$ cat src/rtl/hsv_seq_ctrl.sv
// RGB->HSV sequencing controller: one pixel at a time, hue then saturation
// computed on a single shared restoring divider, with valid/ready on both sides.
module hsv_seq_ctrl #(
    parameter int H_UNIT = 30,
    parameter int S_MAX  = 255,
    parameter int DIV_W  = 16
) (
    input  logic        clk,
    input  logic        rst,
    input  logic        in_valid,
    output logic        in_ready,
    input  logic [7:0]  din_r,
    input  logic [7:0]  din_g,
    input  logic [7:0]  din_b,
    input  logic        flush,
    output logic        out_valid,
    input  logic        out_ready,
    output logic [7:0]  dout_h,
    output logic [7:0]  dout_s,
    output logic [7:0]  dout_v,
    output logic        busy,
    output logic [15:0] pix_cnt
);

    localparam int CW = $clog2(DIV_W);
    localparam logic [CW-1:0] CNT_LAST = CW'(DIV_W - 1);
    localparam logic [7:0] OFF_G  = 8'(2 * H_UNIT);
    localparam logic [7:0] OFF_B  = 8'(4 * H_UNIT);
    localparam logic [7:0] H_WRAP = 8'(6 * H_UNIT);
    localparam logic [1:0] SEL_R  = 2'd0;
    localparam logic [1:0] SEL_G  = 2'd1;
    localparam logic [1:0] SEL_B  = 2'd2;

    typedef enum logic [2:0] {
        S_IDLE  = 3'd0,
        S_PREP  = 3'd1,
        S_DIV_H = 3'd2,
        S_DIV_S = 3'd3,
        S_OUT   = 3'd4
    } state_t;

    // One restoring step: shift in the next dividend bit, subtract if it fits.
    function automatic logic [2*DIV_W:0] div_step(
        input logic [DIV_W:0]   rem,
        input logic [DIV_W-1:0] quo,
        input logic [DIV_W-1:0] dvs
    );
        logic [DIV_W:0] sh;
        logic [DIV_W:0] dz;
        sh = {rem[DIV_W-1:0], quo[DIV_W-1]};
        dz = {1'b0, dvs};
        if (sh >= dz) begin
            div_step = {sh - dz, quo[DIV_W-2:0], 1'b1};
        end else begin
            div_step = {sh, quo[DIV_W-2:0], 1'b0};
        end
    endfunction

    state_t          state_q, state_d;
    logic [7:0]      r_q, r_d, g_q, g_d, b_q, b_d;
    logic [7:0]      max_q, max_d, delta_q, delta_d, h_q, h_d;
    logic [1:0]      sel_q, sel_d;
    logic            neg_q, neg_d;
    logic [DIV_W:0]  rem_q, rem_d;
    logic [DIV_W-1:0] quo_q, quo_d, dvs_q, dvs_d;
    logic [CW-1:0]   cnt_q, cnt_d;
    logic            in_ready_q, in_ready_d, out_valid_q, out_valid_d, busy_q, busy_d;
    logic [7:0]      dout_h_q, dout_h_d, dout_s_q, dout_s_d, dout_v_q, dout_v_d;
    logic [15:0]     pix_cnt_q, pix_cnt_d;

    logic [7:0]       mx_s, mn_s, delta_s, abs_s, qh_s, h_calc_s;
    logic [8:0]       num_s;
    logic [1:0]       sel_s;
    logic [2*DIV_W:0] step_s;
    logic [DIV_W:0]   step_rem_s;
    logic [DIV_W-1:0] step_quo_s;

    // Next-state, datapath and output computation.
    always_comb begin
        state_d     = state_q;
        r_d         = r_q;
        g_d         = g_q;
        b_d         = b_q;
        max_d       = max_q;
        delta_d     = delta_q;
        h_d         = h_q;
        sel_d       = sel_q;
        neg_d       = neg_q;
        rem_d       = rem_q;
        quo_d       = quo_q;
        dvs_d       = dvs_q;
        cnt_d       = cnt_q;
        out_valid_d = out_valid_q;
        dout_h_d    = dout_h_q;
        dout_s_d    = dout_s_q;
        dout_v_d    = dout_v_q;
        pix_cnt_d   = pix_cnt_q;

        if (r_q >= g_q && r_q >= b_q) begin
            sel_s = SEL_R;
            mx_s  = r_q;
            num_s = {1'b0, g_q} - {1'b0, b_q};
        end else if (g_q >= b_q) begin
            sel_s = SEL_G;
            mx_s  = g_q;
            num_s = {1'b0, b_q} - {1'b0, r_q};
        end else begin
            sel_s = SEL_B;
            mx_s  = b_q;
            num_s = {1'b0, r_q} - {1'b0, g_q};
        end
        if (r_q <= g_q && r_q <= b_q) begin
            mn_s = r_q;
        end else if (g_q <= b_q) begin
            mn_s = g_q;
        end else begin
            mn_s = b_q;
        end
        delta_s = mx_s - mn_s;
        abs_s   = num_s[8] ? 8'(9'd0 - num_s) : num_s[7:0];

        step_s     = div_step(rem_q, quo_q, dvs_q);
        step_rem_s = step_s[2*DIV_W:DIV_W];
        step_quo_s = step_s[DIV_W-1:0];
        qh_s       = step_quo_s[7:0];

        // Red sector wraps below zero to the top of the hue circle.
        case (sel_q)
            SEL_R: begin
                if (neg_q && qh_s != 8'd0) begin
                    h_calc_s = H_WRAP - qh_s;
                end else begin
                    h_calc_s = qh_s;
                end
            end
            SEL_G: h_calc_s = neg_q ? (OFF_G - qh_s) : (OFF_G + qh_s);
            SEL_B: h_calc_s = neg_q ? (OFF_B - qh_s) : (OFF_B + qh_s);
            default: h_calc_s = 8'd0;
        endcase

        case (state_q)
            S_IDLE: begin
                if (in_valid) begin
                    r_d     = din_r;
                    g_d     = din_g;
                    b_d     = din_b;
                    state_d = S_PREP;
                end else begin
                    state_d = S_IDLE;
                end
            end
            S_PREP: begin
                max_d   = mx_s;
                delta_d = delta_s;
                sel_d   = sel_s;
                neg_d   = num_s[8];
                if (delta_s == 8'd0) begin
                    dout_h_d    = 8'd0;
                    dout_s_d    = 8'd0;
                    dout_v_d    = mx_s;
                    out_valid_d = 1'b1;
                    state_d     = S_OUT;
                end else begin
                    rem_d   = '0;
                    quo_d   = DIV_W'(abs_s) * DIV_W'(H_UNIT);
                    dvs_d   = DIV_W'(delta_s);
                    cnt_d   = '0;
                    state_d = S_DIV_H;
                end
            end
            S_DIV_H: begin
                if (cnt_q == CNT_LAST) begin
                    h_d     = h_calc_s;
                    rem_d   = '0;
                    quo_d   = DIV_W'(delta_q) * DIV_W'(S_MAX);
                    dvs_d   = DIV_W'(max_q);
                    cnt_d   = '0;
                    state_d = S_DIV_S;
                end else begin
                    rem_d = step_rem_s;
                    quo_d = step_quo_s;
                    cnt_d = cnt_q + CW'(1);
                end
            end
            S_DIV_S: begin
                rem_d = step_rem_s;
                quo_d = step_quo_s;
                if (cnt_q == CNT_LAST) begin
                    cnt_d       = '0;
                    dout_h_d    = h_q;
                    dout_s_d    = step_quo_s[7:0];
                    dout_v_d    = max_q;
                    out_valid_d = 1'b1;
                    state_d     = S_OUT;
                end else begin
                    cnt_d = cnt_q + CW'(1);
                end
            end
            S_OUT: begin
                if (out_ready) begin
                    out_valid_d = 1'b0;
                    pix_cnt_d   = pix_cnt_q + 16'd1;
                    state_d     = S_IDLE;
                end else begin
                    state_d = S_OUT;
                end
            end
            default: begin
                out_valid_d = 1'b0;
                state_d     = S_IDLE;
            end
        endcase

        // Abort overrides everything above; outputs keep the previous result.
        if (flush && state_q != S_IDLE) begin
            state_d     = S_IDLE;
            out_valid_d = 1'b0;
            pix_cnt_d   = pix_cnt_q;
            dout_h_d    = dout_h_q;
            dout_s_d    = dout_s_q;
            dout_v_d    = dout_v_q;
            rem_d       = '0;
            quo_d       = '0;
            dvs_d       = '0;
            cnt_d       = '0;
        end else begin
            pix_cnt_d = pix_cnt_d;
        end

        in_ready_d = (state_d == S_IDLE);
        busy_d     = (state_d != S_IDLE);
    end

    // State and output registers.
    always_ff @(posedge clk or posedge rst) begin
        if (rst) begin
            state_q     <= S_IDLE;
            r_q         <= 8'd0;
            g_q         <= 8'd0;
            b_q         <= 8'd0;
            max_q       <= 8'd0;
            delta_q     <= 8'd0;
            h_q         <= 8'd0;
            sel_q       <= 2'd0;
            neg_q       <= 1'b0;
            rem_q       <= '0;
            quo_q       <= '0;
            dvs_q       <= '0;
            cnt_q       <= '0;
            in_ready_q  <= 1'b1;
            out_valid_q <= 1'b0;
            busy_q      <= 1'b0;
            dout_h_q    <= 8'd0;
            dout_s_q    <= 8'd0;
            dout_v_q    <= 8'd0;
            pix_cnt_q   <= 16'd0;
        end else begin
            state_q     <= state_d;
            r_q         <= r_d;
            g_q         <= g_d;
            b_q         <= b_d;
            max_q       <= max_d;
            delta_q     <= delta_d;
            h_q         <= h_d;
            sel_q       <= sel_d;
            neg_q       <= neg_d;
            rem_q       <= rem_d;
            quo_q       <= quo_d;
            dvs_q       <= dvs_d;
            cnt_q       <= cnt_d;
            in_ready_q  <= in_ready_d;
            out_valid_q <= out_valid_d;
            busy_q      <= busy_d;
            dout_h_q    <= dout_h_d;
            dout_s_q    <= dout_s_d;
            dout_v_q    <= dout_v_d;
            pix_cnt_q   <= pix_cnt_d;
        end
    end

    assign in_ready  = in_ready_q;
    assign out_valid = out_valid_q;
    assign busy      = busy_q;
    assign dout_h    = dout_h_q;
    assign dout_s    = dout_s_q;
    assign dout_v    = dout_v_q;
    assign pix_cnt   = pix_cnt_q;

endmodule

$ cat config.mk
export PLATFORM = sky130hd
export DESIGN_NAME = hsv_seq_ctrl
export DESIGN_NICKNAME = d
export VERILOG_FILES = /design/src/rtl/hsv_seq_ctrl.sv
export SDC_FILE = /design/constraint.sdc
export NUM_CORES = 1
export LEC_CHECK = 0
export BUFFER_PORTS_ARGS = -buffer_cell sky130_fd_sc_hd__buf_2
export CORE_MARGIN = 2
export CORE_UTILIZATION = 64
export CTS_BUF_LIST = sky130_fd_sc_hd__clkbuf_2
export DETAILED_ROUTE_END_ITERATION = 10
export GPL_ROUTABILITY_DRIVEN = 0
export PLACE_DENSITY = 0.83
export SLEW_MARGIN = 20
export SYNTH_ARGS = -nofsm -noshare
export SYNTH_HDL_FRONTEND = slang
export SYNTH_SLANG_ARGS = --single-unit
$ cat constraint.sdc
create_clock -name clk -period 6.94 [get_ports clk]
set_input_delay 1.735 -clock clk [delete_from_list [all_inputs] [get_ports clk]]
set_output_delay 1.735 -clock clk [all_outputs]
set_load 0.02 [all_outputs]
==> metrics, run 1 <==
Synth Instances=1401; vias in the first global route=10000; die area=19700 µm²; Data required, critical path=7.61 ns; H-Tree Level Count=4; Max Slew Vio Count=0; period utilization=0.882; WS Path Type=reg2reg; Global Route Usage Sum=0.312; FF-to-FF End=quo_q[12]; Synth Area per Inst=8.50 µm²; synth top area cells=dfrtp_1 (29%), ha_1 (11%), fa_1 (6.9%); port bufs=71; routed length per instance=17.7 µm; post-synth top area share=0.294; grt ovf=0; top post-synthesis cells by count=nand2_1 (179), dfrtp_1 (140), o21ai_0 (130); critical path capture point type=register; Critical Path AT=6.79 ns; Slew HR=0.295; Clk Latency, worst-skew pair=0.78 ns; initial antenna violation count=1; Main synth FF type=dfrtp_1; status=finished, final reports clean; pin count of the biggest net entering global routing=91; Core Footprint=18100 µm²; Setup Skew=0.0451 ns; Die X-Extent=140 µm; CTS Sinks=141; Post CTS Setup Buffer Count=0; root buffer cell=clkbuf_2; r2r startpoint=r_q[7]; worst-path fanout max=13; final WL=29800 µm; vias=10400; Vias/cell=6.18; share of layout cells above drive strength 1=0.108; antenna-violating nets left=0; # nets final=1614; Layout area overhead=5.99%; Initial DRT Pass Iterations=5; Detailed Route Iter0 Violations=787; diode count=0; fin crit period=6.12 ns; Startpoint Class=register; HP Start=dout_s[3]; Reg2Reg Depth=24; dpl hpwl=23000 µm; flop2flop setup slack=0.82 ns; Hold Path Class=reg2reg; # DRC=0; MaxCap Viol Count=0; final hold vios=0; worst-margin pin slew=1.05 ns; Netlist Area Pre-Place=11900 µm²; CP startpoint=r_q[7]; Longest Clk Path Bufs=2; top cell type by total area after synthesis=dfrtp_1; most common cell in the netlist=nand2_1; Finish-stage setup viols=0; Cell variety after synth=90; die extent in y=140 µm; Post-synth EDFFs=0; IO Pins=72; first-pass GRT wire length=49600 µm; synthesis-stage register bit count=141; Num CTS Buffers=17; post-synthesis sequential area ratio=0.296; asr flop ratio synth=1.00; Hold Buf Count CTS=0; CTS clk-pin slew, worst paths=0.25 ns; CTS tree=done; Yosys warning count=0; row cnt=49; post-cts resize count=0; initial core utilization=0.659; termination of the worst setup path=quo_q[12]; unrepaired setup endpoints after global routing=no; setup TNS=0 ns; Synthesized Nets=1574; FMAX=163 MHz
metrics by stage:
step	setup slack (ns)	hold slack (ns)	utilization	cell area [µm²]	instances
floorplan	1.43	0.439	-	11900	1401
global placement	1.18	0.453	0.686	12400	1651
detailed placement	0.925	0.461	0.686	12400	1651
CTS	0.842	0.506	0.698	12600	1683
global route	0.285	0.531	0.698	12600	1683
finish	0.820	0.505	0.698	12600	1683
per-layer routing:
layer,GRT usage,part of all wire
met1,0.407,0.42
met2,0.522,0.48
met3,0.0523,0.065
met4,0.125,0.036
met5,0,0.00037
worst max-delay path, stage by stage, from the launching register on:
cell,delay (ns)
dfrtp_1,0.50
inv_1,0.10
ha_1,0.37
and3_1,0.21
a221o_1,0.33
o22a_4,0.23
a21o_1,0.34
a31oi_2,0.54
nand2_1,0.25
nor3b_4,0.32
and2_2,0.21
nor2_1,0.08
xnor2_1,0.19
ha_1,0.32
inv_1,0.05
fa_1,0.50
inv_1,0.04
ha_1,0.33
o21ai_0,0.11
nand2b_1,0.08
a21oi_1,0.22
o21ai_0,0.15
xor2_1,0.16
o22ai_1,0.10
o41ai_1,0.29
layout by cell type (no fill, tap or decap), types with 14 or more instances in the layout:
cell type | Yosys | routed
a211oi_1 | 17 | 17
a21o_1 | 21 | 21
a21oi_1 | 87 | 87
buf_2 | 12 | 71
clkbuf_2 | 0 | 17
dfrtp_1 | 140 | 140
fa_1 | 41 | 41
ha_1 | 103 | 103
inv_1 | 118 | 117
mux2i_1 | 15 | 15
nand2_1 | 179 | 179
nand2b_1 | 14 | 14
nand3_1 | 20 | 20
nand4_1 | 16 | 16
nor2_1 | 112 | 112
nor3_1 | 18 | 17
o21ai_0 | 130 | 129
o31ai_1 | 14 | 14
xnor2_1 | 57 | 57
xor2_1 | 36 | 36
layout make-up:
| class | count | area [µm²] |
|---|---|---|
| Multi-Input combinational cell | 1077 | 7690 |
| Clock buffer | 17 | 85.1 |
| Clock inverter | 15 | 126 |
| Fill cell | 1436 | 5460 |
| Sequential cell | 141 | 3530 |
| Tap cell | 229 | 287 |
| Inverter | 120 | 455 |
| Timing Repair Buffer | 84 | 453 |
cell families (layout without fill, tap and decap cells):
group | Yosys count | count (layout) | synth area share
buf+inv | 183 | 236 | 0.0602
fa+ha+maj | 146 | 146 | 0.179
mux | 27 | 27 | 0.0242
simple gates | 422 | 422 | 0.163
xor+xnor | 93 | 93 | 0.0684
flops | 141 | 141 | 0.296
compound gates | 389 | 389 | 0.209
worst min path at each step:
stage | to | depth (start not counted)
2_1_floorplan | h_q[0] | 2
3_5_place_dp | dout_s[2] | 2
5_1_grt | dout_s[2] | 2
6_report | dout_s[3] | 2
4_1_cts | pix_cnt[7] | 1
3_3_place_gp | h_q[1] | 2
Power of run 1 is not shown: default switching activity piles up to over one toggle a cycle in this logic, so the estimate is an artifact.
==> run 2, diff against run 1 <==
ABC_AREA = 1   (was default)
CORE_MARGIN = 3   (was 2)
==> metrics, run 2 <==
Synth Instances=1616; die area=20400 µm²; antenna-violating nets left=0; port bufs=71; cell mode on critical path=nand2_1; setup TNS=0 ns; share of layout cells above drive strength 1=0.103; post-synth top area share=0.293; Main synth FF type=dfrtp_1; Num CTS Buffers=17; Max Slew Vio Count=0; unrepaired setup endpoints after global routing=no; routed length per instance=15.6 µm; synth top area cells=dfrtp_1 (29%), nand2_1 (13%), ha_1 (11%); first-pass GRT wire length=49100 µm; cell breakdown of the critical path=inv_1 -> ha_1 -> nand2_1 -> nor2_4 -> nand3_2 -> nand4_2 -> inv_2 -> nand2_1 -> inv_1 -> nand2_1 -> o221ai_1 -> ha_1 -> a21oi_1 -> o21ai_0 -> xnor2_1 -> nand2_1 -> nor3_1 -> nand3_2 -> nand2_4 -> nand3_2 -> o21ai_0; Die X-Extent=143 µm; CTS tree=done; fin crit period=5.74 ns; Finish-stage setup viols=0; Critical Path AT=6.42 ns; slowest stage delay, CP=0.72 ns; most common cell in the netlist=nand2_1; critical path capture point type=register; Cell variety after synth=59; initial antenna violation count=1; Longest Clk Path Bufs=2; final hold vios=0; Clk Latency, worst-skew pair=0.79 ns; Bufs and invs on worst path=3; Area after DPL=12500 µm²; Post-synth EDFFs=0; row cnt=49; MaxCap Viol Count=0; vias=11000; status=finished, final reports clean; Global Route Usage Sum=0.298; Netlist Area Pre-Place=12000 µm²; Synthesized Nets=1789; die extent in y=143 µm; top cell type by total area after synthesis=dfrtp_1; Setup Skew=0.0626 ns; commonest non-fill, non-tap cell in the layout=nand2_1; Synth Area per Inst=7.40 µm²; Post CTS Setup Buffer Count=0; dpl hpwl=23000 µm; final cell area excluding filler cells=12700 µm²; grt ovf=0; Vias/cell=5.76; Layout area overhead=6.35%; Core Footprint=18100 µm²; final WL=29900 µm; Initial DRT Pass Iterations=8; CTS clk-pin slew, worst paths=0.30 ns; Data required, critical path=7.62 ns; synthesis-stage register bit count=141; worst-path fanout max=49; initial core utilization=0.659; WS Path Type=reg2reg; commonest non-fill, non-tap cells in the layout=nand2_1 (426), inv_1 (222), dfrtp_1 (140), o21ai_0 (124), a21oi_1 (104); FMAX=174 MHz; # nets final=1845; Hold Buf Count CTS=0; final hold slack=0.493 ns; post-synthesis sequential area ratio=0.295; root buffer cell=clkbuf_2; Hold Path Class=reg2reg; # DRC=0; post-cts resize count=0; Startpoint Class=register; vias in the first global route=10100; asr flop ratio synth=1.00; CP delay by family, top=simple AND/OR/NAND/NOR gates; slowest CP cell=nand3_2; fillcell total=1504; CTS Sinks=141; Yosys warning count=0; pin count of the biggest net entering global routing=83; H-Tree Level Count=4; Detailed Route Iter0 Violations=993; Slew HR=0.359; IO Pins=72; worst-margin pin slew=0.960 ns; period utilization=0.828; top post-synthesis cells by count=nand2_1 (426), inv_1 (223), dfrtp_1 (140)
[run 2: stage by stage]
step           setup WS [ns]  std cells  utilization
6_report                1.20       1915        0.701
5_1_grt                0.674       1915        0.701
4_1_cts                 1.33       1914        0.701
3_5_place_dp            1.45       1882        0.686
3_3_place_gp            1.62       1882        0.686
2_1_floorplan           1.43       1616            -
[run 2: cell families (layout without fill, tap and decap cells)]
kind of cell | count (synthesis) | after routing | synth area share
AND/OR/NAND/NOR | 685 | 685 | 0.245
other | 0 | 1 | 0
adder cells (fa/ha/maj) | 144 | 144 | 0.176
AO/OA/AOI/OAI | 313 | 313 | 0.150
XOR/XNOR | 59 | 59 | 0.0432
flip-flops | 141 | 141 | 0.295
buffers and inverters | 273 | 342 | 0.0897
multiplexers | 1 | 1 | 0.000837
[run 2: final timing paths]
kind / slack [ns] / from / cells after the start / end
max: 1.20 / b_q[5] / 21 / dout_v[3]
min: 0.49 / pix_cnt[15] / 1 / pix_cnt[15]
max reg2reg: 1.20 / b_q[5] / 21 / dout_v[3]
min reg2reg: 0.49 / pix_cnt[15] / 1 / pix_cnt[15]
max in group asynchronous: 4.61 / rst / 3 / busy
min in group asynchronous: 1.03 / rst / 2 / b_q[6]
[run 2: layer usage]
metal | global-route usage | up-vias | share of wire | wire (µm)
met4 | 0.111 | 0 | 0.032 | 960
met1 | 0.417 | 5116 | 0.44 | 13100
li1 | - | 5377 | - | -
met5 | 0 | - | 0 | 0
met3 | 0.0352 | 69 | 0.069 | 2070
met2 | 0.480 | 461 | 0.46 | 13800
[run 2: final cells by class]
| cell class | count | area, µm² | area share |
|---|---|---|---|
| Clock buffer | 17 | 85.1 | 0.00669 |
| Tap cell | 229 | 287 | 0.0225 |
| Sequential cell | 141 | 3530 | 0.278 |
| Multi-Input combinational cell | 1202 | 7360 | 0.579 |
| Antenna cell | 1 | 2.50 | 0.000197 |
| Inverter | 233 | 880 | 0.0692 |
| Clock inverter | 15 | 173 | 0.0136 |
| Timing Repair Buffer | 77 | 400 | 0.0315 |
Power of run 2 is left out for the same reason.
